$ cat config.mk
export PLATFORM = sky130hd
export DESIGN_NAME = data_mem_lsu
export DESIGN_NICKNAME = d
export VERILOG_FILES = /design/src/rtl/data_mem_lsu.sv
export SDC_FILE = /design/constraint.sdc
export NUM_CORES = 1
export LEC_CHECK = 0
export CAP_MARGIN = 20
export CORE_UTILIZATION = 50
export DETAILED_ROUTE_END_ITERATION = 8
export PLACE_DENSITY_LB_ADDON = 0.05
export SETUP_SLACK_MARGIN = 0.4
export SLEW_MARGIN = 0
export SYNTH_ARGS = -nofsm -noshare
export SYNTH_HDL_FRONTEND = slang
export SYNTH_SLANG_ARGS = --single-unit
$ cat constraint.sdc
create_clock -name clk -period 2.5 [get_ports clk]
set_clock_uncertainty 0.05 [all_clocks]
set_input_delay 0.75 -clock clk [delete_from_list [all_inputs] [get_ports clk]]
set_output_delay 0.75 -clock clk [all_outputs]
set_load 0.01 [all_outputs]
$ cat src/rtl/data_mem_lsu.sv
`default_nettype none
// ============================================================================
// Module      : data_mem_lsu
// Description : RV64 load/store unit driving a 64-bit DATA_MEMORY port.
//               Sub-doubleword stores are read-modify-write. Optional macro
//               LSU_MISALIGN_CHK_EN turns misaligned accesses into errors.
// Revision    : 1.0  initial release
// ============================================================================
module data_mem_lsu #(
    parameter int N            = 64,
    parameter int ADDRESS_SIZE = 10,
    parameter int MEM_RD_LAT   = 1
) (
    input  logic                    clk,
    input  logic                    rst,
    input  logic                    req_valid,
    output logic                    req_ready,
    input  logic                    req_we,
    input  logic [2:0]              req_funct3,
    input  logic [N-1:0]            req_addr,
    input  logic [N-1:0]            req_wdata,
    output logic                    resp_valid,
    output logic [N-1:0]            resp_rdata,
    output logic                    resp_err,
    output logic                    mem_read,
    output logic                    mem_write,
    output logic [ADDRESS_SIZE-1:0] rd_addr,
    output logic [ADDRESS_SIZE-1:0] wr_addr,
    output logic [N-1:0]            data_in,
    input  logic [N-1:0]            data_out
);

    typedef enum logic [2:0] {
        S_IDLE  = 3'd0,
        S_RD    = 3'd1,
        S_RWAIT = 3'd2,
        S_WR    = 3'd3,
        S_RESP  = 3'd4
    } state_t;

    localparam logic [2:0] c_LAT_M1 = 3'(MEM_RD_LAT - 1);

    state_t                  r_state;
    state_t                  w_next;
    logic                    r_we;
    logic [2:0]              r_funct3;
    logic [2:0]              r_off;
    logic [N-1:0]            r_wdata;
    logic [2:0]              r_cnt;

    logic [2:0]              w_off;
    logic [2:0]              w_size_mask;
    logic [2:0]              w_off_al;
    logic                    w_bad_f3;
    logic                    w_misal;
    logic                    w_err;
    logic                    w_accept;
    logic                    w_is_sd;
    logic [ADDRESS_SIZE-1:0] w_idx;
    logic [5:0]              w_shamt;
    logic [N-1:0]            w_shifted;
    logic [N-1:0]            w_load;
    logic [N-1:0]            w_mask_lo;
    logic [N-1:0]            w_mask;
    logic [N-1:0]            w_merged;
    logic                    w_unused_addr;

    // ------------------------------------------------------------------
    // Request decode (evaluated on the raw request while idle)
    // ------------------------------------------------------------------
    assign w_off         = req_addr[2:0];
    assign w_idx         = req_addr[ADDRESS_SIZE+2:3];
    assign w_unused_addr = ^req_addr[N-1:ADDRESS_SIZE+3];
    assign w_accept      = req_valid && (r_state == S_IDLE);
    assign w_is_sd       = req_we && (req_funct3 == 3'b011);
    assign w_bad_f3      = req_we ? req_funct3[2] : (req_funct3 == 3'b111);
    assign w_misal       = |(w_off & w_size_mask);

    always_comb begin
        w_size_mask = 3'b000;
        case (req_funct3[1:0])
            2'b00:   w_size_mask = 3'b000;
            2'b01:   w_size_mask = 3'b001;
            2'b10:   w_size_mask = 3'b011;
            default: w_size_mask = 3'b111;
        endcase
    end

`ifdef LSU_MISALIGN_CHK_EN
    assign w_err    = w_bad_f3 | w_misal;
    assign w_off_al = w_off;
`else
    assign w_err    = w_bad_f3;
    assign w_off_al = w_off & ~w_size_mask;
`endif

    // ------------------------------------------------------------------
    // Load extraction and store merge from the sampled memory word
    // ------------------------------------------------------------------
    assign w_shamt   = {r_off, 3'b000};
    assign w_shifted = data_out >> w_shamt;

    always_comb begin
        w_load = '0;
        case (r_funct3)
            3'b000:  w_load = {{(N-8){w_shifted[7]}},   w_shifted[7:0]};
            3'b001:  w_load = {{(N-16){w_shifted[15]}}, w_shifted[15:0]};
            3'b010:  w_load = {{(N-32){w_shifted[31]}}, w_shifted[31:0]};
            3'b011:  w_load = w_shifted;
            3'b100:  w_load = {{(N-8){1'b0}},  w_shifted[7:0]};
            3'b101:  w_load = {{(N-16){1'b0}}, w_shifted[15:0]};
            3'b110:  w_load = {{(N-32){1'b0}}, w_shifted[31:0]};
            default: w_load = '0;
        endcase
    end

    always_comb begin
        w_mask_lo = '0;
        case (r_funct3[1:0])
            2'b00:   w_mask_lo = {{(N-8){1'b0}},  8'hFF};
            2'b01:   w_mask_lo = {{(N-16){1'b0}}, 16'hFFFF};
            2'b10:   w_mask_lo = {{(N-32){1'b0}}, 32'hFFFF_FFFF};
            default: w_mask_lo = '1;
        endcase
    end

    assign w_mask   = w_mask_lo << w_shamt;
    assign w_merged = (data_out & ~w_mask) | ((r_wdata << w_shamt) & w_mask);

    // ------------------------------------------------------------------
    // FSM
    // ------------------------------------------------------------------
    always_ff @(posedge clk) begin
        if (rst) begin
            r_state <= S_IDLE;
        end else begin
            r_state <= w_next;
        end
    end

    always_comb begin
        w_next = r_state;
        case (r_state)
            S_IDLE: begin
                if (w_accept) begin
                    if (w_err)        w_next = S_RESP;
                    else if (w_is_sd) w_next = S_WR;
                    else              w_next = S_RD;
                end
            end
            S_RD:    w_next = S_RWAIT;
            S_RWAIT: begin
                if (r_cnt == 3'd0) w_next = r_we ? S_WR : S_RESP;
            end
            S_WR:    w_next = S_RESP;
            S_RESP:  w_next = S_IDLE;
            default: w_next = S_IDLE;
        endcase
    end

    assign req_ready  = (r_state == S_IDLE);
    assign mem_read   = (r_state == S_RD);
    assign mem_write  = (r_state == S_WR);
    assign resp_valid = (r_state == S_RESP);

    // ------------------------------------------------------------------
    // Datapath registers
    // ------------------------------------------------------------------
    always_ff @(posedge clk) begin
        if (rst) begin
            r_we       <= 1'b0;
            r_funct3   <= 3'b000;
            r_off      <= 3'b000;
            r_wdata    <= '0;
            r_cnt      <= 3'd0;
            rd_addr    <= '0;
            wr_addr    <= '0;
            data_in    <= '0;
            resp_rdata <= '0;
            resp_err   <= 1'b0;
        end else begin
            case (r_state)
                S_IDLE: begin
                    if (w_accept) begin
                        r_we     <= req_we;
                        r_funct3 <= req_funct3;
                        r_off    <= w_off_al;
                        r_wdata  <= req_wdata;
                        if (w_err) begin
                            resp_err   <= 1'b1;
                            resp_rdata <= '0;
                        end else if (w_is_sd) begin
                            wr_addr <= w_idx;
                            data_in <= req_wdata;
                        end else begin
                            rd_addr <= w_idx;
                        end
                    end
                end
                S_RD: r_cnt <= c_LAT_M1;
                S_RWAIT: begin
                    if (r_cnt == 3'd0) begin
                        if (r_we) begin
                            // RMW targets the doubleword just read
                            wr_addr <= rd_addr;
                            data_in <= w_merged;
                        end else begin
                            resp_rdata <= w_load;
                            resp_err   <= 1'b0;
                        end
                    end else begin
                        r_cnt <= r_cnt - 3'd1;
                    end
                end
                S_WR: begin
                    resp_rdata <= '0;
                    resp_err   <= 1'b0;
                end
                default: ;
            endcase
        end
    end

endmodule
`default_nettype wire

==> reports/results.tsv, run 1 <==
stage	metric	value	unit
timing	Max-slew headroom	48.6	%
job	MaxCap Viol Count	0	
synthesis	largest family of logic cells by synthesized area	compound AO/OA/AOI/OAI gates	
finish	Final Instance Area	19900	µm²
timing	final slew viol count	0	
pwr	Peak VDD IR	0.000564	V
clock_network	cts bufs inserted	25	
global_route	total gr overflow	0	
status	outcome	finished clean	
die	Die Span X	165	µm
finish	most frequent cells in the layout	nand2_1 (289), dfxtp_1 (217), buf_4 (192)	
timing	final worst-path setup slack	0.121	ns
drt	WL/cell	25.8	µm
placed_design	Post-DP Area	17500	µm²
synthesis	Cell Area, Synth	13300	µm²
synthesis	xor and xnor area share after synthesis	0	%
critical_path	crit path max-delay cell type	a211o_4	
timing	Least-Margin Pin Slew	0.768	ns
critical_path	Max stage delay on crit path	0.33	ns
finish	fin nets	2163	
pwr	combinational power share	27.7	%
critical_path	CP max FO	7	
pwr	pwr/cell area	531	nW/µm²
drt	DRC violations left	0	
finish	commonest non-fill, non-tap cell in the layout	nand2_1	
pwr	Internal Pwr Total	7.23	mW
global_route	vias in the first global route	14300	
critical_path	CP endpoint kind	flip-flop	
critical_path	Worst Setup Start Kind	flip-flop	
timing	max frequency	0.420	GHz
critical_path	crit path kind	reg2reg	
drt	WL final	59900	µm
placed_design	DP HPWL	40600	µm
timing	Final setup viols	0	
synthesis	main flop type after synthesis	dfxtp_1	
clock_network	CTS tree	built	
synthesis	Ys Warns	0	
global_route	grt met1 use	53.5	%
synthesis	sequential area share after synthesis	34.1	%
die	num ports	352	
placed_design	Port Buffers	300	
timing	minimum clock period	2.38	ns
pwr	Switching Share	31.8	%
synthesis	Synth Area in Compound Gates	24.4	%
drt	routed vias	15200	
synthesis	Simple-Gate Fraction of Synth Area	17.6	%
pwr	Flop pwr share	37.3	%
synthesis	synthesized flop and latch total	226	
drt	DRT Pass-1 Iters	6	
finish	fillers	1862	
clock_network	Max Root-Sink Buffers	3	
timing	final number of hold-violating endpoints	0	
clock_network	H-tree depth	1	
drt	DRT antenna net count	0	
synthesis	EDFF count, synth	0	
synthesis	Syn Nets	1728	
drt	Initial DRC Count	1741	
critical_path	cell chain of the critical path	inv_2 -> ha_4 -> ha_4 -> nor2b_4 -> o21ai_4 -> buf_6 -> a211o_4 -> nor3_4 -> buf_6 -> buf_12 -> buf_12 -> buf_16 -> a22o_1	
placed_design	dpl ws	-0.585	ns
global_route	initial antenna violation count	3	
die	Die H	165	µm
global_route	GRT Resource Usage Total	42.2	%
clock_network	later-pin clock latency in the skew report	0.55	ns
finish	Area Overhead vs Synth	50.1	%
finish	Util after Layout	76.5	%
timing	unrepaired setup endpoints after global routing	yes	
clock_network	Clock transition at path regs	0.06	ns
global_route	first-pass GRT wire length	85800	µm
die	FP Rows	59	
hold_path	HP Class	reg2reg	
timing	Tcrit/Tclk final	95.1	%
finish	fraction of layout cells with a size suffix above 1	25.1	%
synthesis	ys async rst share	0	%
synthesis	Synth cell types	72	
timing	Setup TNS	0	ns
pwr	clock network fraction of design power	35.0	%
placed_design	final RePlAce weighted congestion	1.01	
placed_design	placed insts	2183	
global_route	met2 Track Usage GR	67.5	%
global_route	busiest grt layer	met2	
global_route	GR Util met3	7.68	%
finish	Layout Cells excl Fill	2318	
critical_path	Worst Path Arrival	2.79	ns
global_route	largest net degree at the start of global routing	72	
die	core area	26100	µm²
synthesis	Mean Syn Cell Area	8.70	µm²
clock_network	hold_buf cts	0	
synthesis	mux contribution to synthesized area	17.0	%
synthesis	cells after synthesis	1527	
die	DIE AREA	27200	µm²
critical_path	Worst EP required	2.91	ns
critical_path	R2R Setup Slk	0.12	ns
timing	Min Hold Slack	0.408	ns
synthesis	adder-cell area share of the yosys netlist	0.188	%
pwr	leakage	8.03	nW
pwr	Overall Power	10.6	mW
pwr	net switching power figure	3.36	mW
die	Starting Density	51.0	%
clock_network	# clock sinks	226	
clock_network	CTS Root Cell	clkbuf_16	
drt	vias per inst	6.57	
## final cells by class
| class | count | area, µm² | share of cell area [%] |
|---|---|---|---|
| flip-flops and latches | 226 | 4550 | 22.8 |
| clock buffers | 38 | 744 | 3.73 |
| diodes | 3 | 7.51 | 0.0377 |
| well taps | 335 | 419 | 2.10 |
| multi-input cells | 1139 | 8580 | 43.0 |
| repair buffers | 563 | 5540 | 27.8 |
| clock inverters | 7 | 76.3 | 0.383 |
| inverters | 7 | 26.3 | 0.132 |
## worst max-delay path, delay by kind of cell (launching register included)
kind | cells | cell delay [ns]
AO/OA/AOI/OAI | 3 | 0.57
adder cells (fa/ha/maj) | 2 | 0.26
buffers and inverters | 6 | 0.70
flip-flops | 1 | 0.32
AND/OR/NAND/NOR | 2 | 0.38
## routing by layer
layer,wire length [µm],up-vias
li1,-,6585
met1,22600,7284
met2,27000,1098
met3,6290,273
met4,4020,0
met5,0,-
## cells in the mapped netlist (5+ instances only)
cell | instances | area share [%]
nand2_1 | 292 | 8.3
dfxtp_1 | 226 | 34
a21oi_1 | 118 | 4.4
mux2i_1 | 108 | 8.1
nor2_1 | 94 | 2.7
clkbuf_1 | 82 | 2.3
a22o_1 | 55 | 3.6
o211ai_1 | 49 | 2.8
mux4_2 | 48 | 8.1
buf_2 | 42 | 1.6
nand3_1 | 29 | 1.1
a311oi_1 | 28 | 1.8
nand4_1 | 25 | 1.2
nor3_1 | 21 | 0.79
a22oi_1 | 18 | 1.0
a2111oi_0 | 17 | 1.1
o22ai_1 | 16 | 0.75
o21ai_0 | 15 | 0.57
a211oi_1 | 13 | 0.73
buf_6 | 13 | 1.1
o21ai_1 | 13 | 0.49
o2bb2ai_1 | 13 | 0.86
o22a_1 | 12 | 0.79
a21o_1 | 11 | 0.62
nand3b_1 | 11 | 0.62
a311oi_2 | 10 | 1.1
buf_4 | 10 | 0.57
or3_1 | 10 | 0.47
a31o_1 | 8 | 0.53
nand2b_1 | 8 | 0.38
o221ai_1 | 8 | 0.53
o31ai_1 | 8 | 0.45
mux2_2 | 7 | 0.59
and3_1 | 6 | 0.28
inv_1 | 6 | 0.17
o21a_1 | 6 | 0.34
o21bai_1 | 6 | 0.34
nor2b_1 | 5 | 0.24
## worst paths after layout
kind / endpoint / start / cells after the start
max: resp_rdata[9]$_SDFFE_PP0P_ / r_cnt[0]$_SDFFE_PP0P_ / 13
min: resp_rdata[1]$_SDFFE_PP0P_ / resp_rdata[1]$_SDFFE_PP0P_ / 2
max reg2reg: resp_rdata[9]$_SDFFE_PP0P_ / r_cnt[0]$_SDFFE_PP0P_ / 13
min reg2reg: resp_rdata[1]$_SDFFE_PP0P_ / resp_rdata[1]$_SDFFE_PP0P_ / 2
## kinds of logic after synthesis
kind of cell	after synthesis
adders and majority gates	2
DFF	226
muxes	165
and+or+nand+nor	526
buffers and inverters	165
AOI/OAI and AO/OA	443
## power groups by stage
stage,Combinational (mW),Sequential [mW],Clock [mW]
floorplan,1.35,3.97,0
global placement,2.46,4.02,0
detailed placement,2.49,4.03,0
CTS,2.67,3.94,3.72
global route,3.07,3.96,3.87
finish,2.93,3.95,3.71
## repair_timing
item	in CTS	in global routing
cloned	14	3
pin swaps	54	42
resized for setup	283	89
setup buffers	46	24
endpoints found under the setup margin	287	134
## sequential cells by signal, summed over array words and instances (netlist names)
register,count
resp_rdata,64
r_state,3
wr_addr,10
r_off,3
r_we,1
r_cnt,3
r_funct3,3
resp_err,1
rd_addr,10
r_wdata,64
data_in,64
Note: power is estimated with default switching activity, not from simulation.
==> run 2: changes to the inputs <==
--- a/config.mk
+++ b/config.mk
@@ -5,8 +5,9 @@
 export SDC_FILE = /design/constraint.sdc
 export NUM_CORES = 1
 export LEC_CHECK = 0
+export ABC_AREA = 1
 export CAP_MARGIN = 20
-export CORE_UTILIZATION = 50
+export CORE_UTILIZATION = 44
 export DETAILED_ROUTE_END_ITERATION = 8
 export PLACE_DENSITY_LB_ADDON = 0.05
 export SETUP_SLACK_MARGIN = 0.4
==> constraint.sdc (replaced) <==
create_clock -name clk -period 1.96 [get_ports clk]
set_clock_uncertainty 0.05 [all_clocks]
set_input_delay 0.588 -clock clk [delete_from_list [all_inputs] [get_ports clk]]
set_output_delay 0.588 -clock clk [all_outputs]
set_load 0.01 [all_outputs]
==> reports/results.tsv, run 2 <==
stage	metric	value	unit	change
finish	most frequent cells in the layout	nand2_1 (509), buf_4 (273), o21ai_0 (195)		
synthesis	adder-cell area share of the yosys netlist	0.194	%	+0.0060 points
placed_design	Port Buffers	300		unchanged
timing	Final setup viols	81		+81
synthesis	Ys Warns	0		unchanged
clock_network	CTS Root Cell	clkbuf_16		
synthesis	Mean Syn Cell Area	6.21	µm²	-29%
finish	Layout Cells excl Fill	3047		+31%
clock_network	hold_buf cts	0		unchanged
timing	final slew viol count	0		unchanged
global_route	grt met1 use	50.1	%	-3.4 points
finish	multi-input logic area	8780	µm²	+2.3%
status	failing checks	setup timing		
placed_design	DP HPWL	44400	µm	+9.4%
synthesis	Synth cell types	35		-51%
synthesis	mux contribution to synthesized area	0.233	%	-17 points
global_route	GR Util met3	4.16	%	-3.5 points
critical_path	Worst Path Arrival	2.59	ns	-0.20 ns
finish	fillers	1893		+1.7%
synthesis	Yosys top cell by area	dfxtp_1		
finish	FF+latch area	4730	µm²	+3.9%
status	outcome	finished with violations		
pwr	Overall Power	21.6	mW	+100%
placed_design	final RePlAce weighted congestion	0.991		-1.6%
timing	minimum clock period	2.19	ns	-0.192 ns
global_route	initial antenna violation count	2		-1
timing	Min Hold Slack	0.413	ns	+0.00431 ns
global_route	total gr overflow	0		unchanged
clock_network	cts bufs inserted	25		unchanged
synthesis	largest family of logic cells by synthesized area	simple AND/OR/NAND/NOR gates		
synthesis	synthesized flop and latch total	226		unchanged
die	Die H	173	µm	+4.9%
critical_path	crit path kind	reg2reg		
timing	final worst-path setup slack	-0.226	ns	-0.348 ns
critical_path	CP endpoint kind	flip-flop		
drt	DRT antenna net count	0		unchanged
synthesis	Syn Nets	2273		+32%
synthesis	xor and xnor area share after synthesis	0	%	unchanged
timing	Tcrit/Tclk final	112	%	+16 points
synthesis	sequential area share after synthesis	35.2	%	+1.1 points
drt	WL final	72000	µm	+20%
finish	commonest non-fill, non-tap cell in the layout	nand2_1		
job	MaxCap Viol Count	0		unchanged
clock_network	later-pin clock latency in the skew report	0.57	ns	+0.02 ns
timing	max frequency	0.457	GHz	+8.8%
clock_network	Max Root-Sink Buffers	3		unchanged
drt	Initial DRC Count	2658		+53%
pwr	Peak VDD IR	0.000794	V	+41%
timing	unrepaired setup endpoints after global routing	yes		
synthesis	ys async rst share	0	%	unchanged
die	num ports	352		unchanged
global_route	largest net degree at the start of global routing	101		+40%
timing	Least-Margin Pin Slew	0.691	ns	-0.0761 ns
global_route	vias in the first global route	16300		+14%
timing	final number of hold-violating endpoints	0		unchanged
drt	DRT Pass-1 Iters	7		+1
synthesis	Synth area leaders	dfxtp_1 (35%), nand2_1 (18%), o21ai_0 (12%), a21oi_1 (11%), nand3_1 (3.7%)		
synthesis	main flop type after synthesis	dfxtp_1		
die	core area	28700	µm²	+10%
synthesis	cells after synthesis	2072		+36%
clock_network	# clock sinks	226		unchanged
critical_path	Worst Setup Start Kind	flip-flop		
synthesis	EDFF count, synth	0		unchanged
critical_path	Worst EP required	2.36	ns	-0.55 ns
finish	fraction of layout cells with a size suffix above 1	41.5	%	+16 points
clock_network	CTS tree	built		
global_route	GRT Resource Usage Total	40.2	%	-2.0 points
finish	Area Overhead vs Synth	77.9	%	
finish	Final Instance Area	22900	µm²	+15%
finish	fin nets	2844		+31%
placed_design	placed insts	2885		+32%
placed_design	Post-DP Area	18300	µm²	+4.7%
finish	largest registers	data_in x64, r_wdata x64, resp_rdata x64		
pwr	leakage	9.55	nW	+19%
die	Die Span X	173	µm	+4.9%
pwr	pwr/cell area	942	nW/µm²	+77%
timing	Max-slew headroom	53.9	%	+5.3 points
synthesis	Cell Area, Synth	12900	µm²	-3.1%
global_route	first-pass GRT wire length	93200	µm	+8.6%
synthesis	Synth Area in Compound Gates	26.0	%	+1.6 points
clock_network	Clock transition at path regs	0.06	ns	about the same
placed_design	dpl ws	-0.607	ns	-0.0220 ns
drt	DRC violations left	0		unchanged
synthesis	synth cell count leaders	nand2_1 (609), o21ai_0 (305), a21oi_1 (275), dfxtp_1 (226), nor2_1 (127)		
synthesis	top cell type's share of synthesized area	35.2	%	+1.1 points
clock_network	H-tree depth	1		unchanged
synthesis	Simple-Gate Fraction of Synth Area	29.2	%	+12 points
global_route	met2 Track Usage GR	68.2	%	+0.71 points
die	DIE AREA	29900	µm²	+10%
drt	WL/cell	23.6	µm	-8.5%
hold_path	HP Class	reg2reg		
critical_path	CP max FO	8		+1
die	FP Rows	62		+5.1%
drt	vias per inst	6.11		-7.1%
drt	routed vias	18600		+22%
die	Starting Density	44.8	%	-6.1 points
synthesis	most numerous cell in the Yosys netlist	nand2_1		
global_route	busiest grt layer	met2		
run 2: cell count changes after synthesis, moves of 21 or more:
cell	change
o211ai_1	-21
inv_1	+115
nor2_1	+33
mux4_2	-48
nand2_1	+317
a21oi_1	+157
mux2i_1	-105
a311oi_1	-28
o21ai_0	+290
nand3_1	+67
a22o_1	-55
run 2: layout make-up:
cell class,instances,area share [%]
Tap cell,384,2.10
Clock buffer,28,2.87
Antenna cell,2,0.0219
Clock inverter,17,0.902
Timing Repair Buffer,701,32.8
Inverter,130,2.38
Multi-Input combinational cell,1559,38.3
Sequential cell,226,20.6
run 2: cells by family after synthesis:
kind of cell	Yosys count
mux	3
fa+ha+maj	2
compound gates	641
buf+inv	289
simple gates	911
flops	226
run 2: metal layers:
layer	vias to the layer above	part of all wire, %
met1	8684	35
li1	8084	-
met3	411	9.4
met5	-	0
met4	0	9.1
met2	1423	46
run 2: where the power goes:
group          leakage, nW  switching [mW]  internal [mW]
combinational         7.22            5.97           4.80
clock                0.419            2.22           2.86
sequential            1.92           0.481           5.25
total                 9.55            8.67           12.9
run 2: per-stage QoR:
stage               util, %  TNS, ns
finish                 79.8    -6.93
global route           79.8   -10.73
CTS                    72.0   -0.189
detailed placement     63.7   -77.02
global placement       63.7   -66.03
floorplan                 -        0
run 2: final timing paths:
| path | startpoint | endpoint | slack, ns | depth (start not counted) |
|---|---|---|---|---|
| worst max register to register | r_state[2]$_SDFFE_PP0P_ | resp_rdata[10]$_SDFFE_PP0P_ | -0.23 | 10 |
| worst min register to register | r_wdata[57]$_SDFFE_PP0P_ | r_wdata[57]$_SDFFE_PP0P_ | 0.41 | 2 |
| worst min-delay path | r_wdata[57]$_SDFFE_PP0P_ | r_wdata[57]$_SDFFE_PP0P_ | 0.41 | 2 |
| worst max-delay path | r_state[2]$_SDFFE_PP0P_ | resp_rdata[10]$_SDFFE_PP0P_ | -0.23 | 10 |
run 2: timing repair:
item	4_1_cts	5_1_grt
cloned	14	25
buffers inserted	37	39
pin swaps	54	101
endpoints found under the setup margin	351	374
gates resized for setup	1061	408
run 2: critical path, stage by stage, from the launching register on:
cell	delay (ns)
dfxtp_4	0.36
inv_4	0.08
nand2_4	0.07
nor2_4	0.24
buf_6	0.16
o21ai_2	0.07
nor3_4	0.37
buf_6	0.21
clkbuf_16	0.18
nand2_1	0.07
a21oi_1	0.22
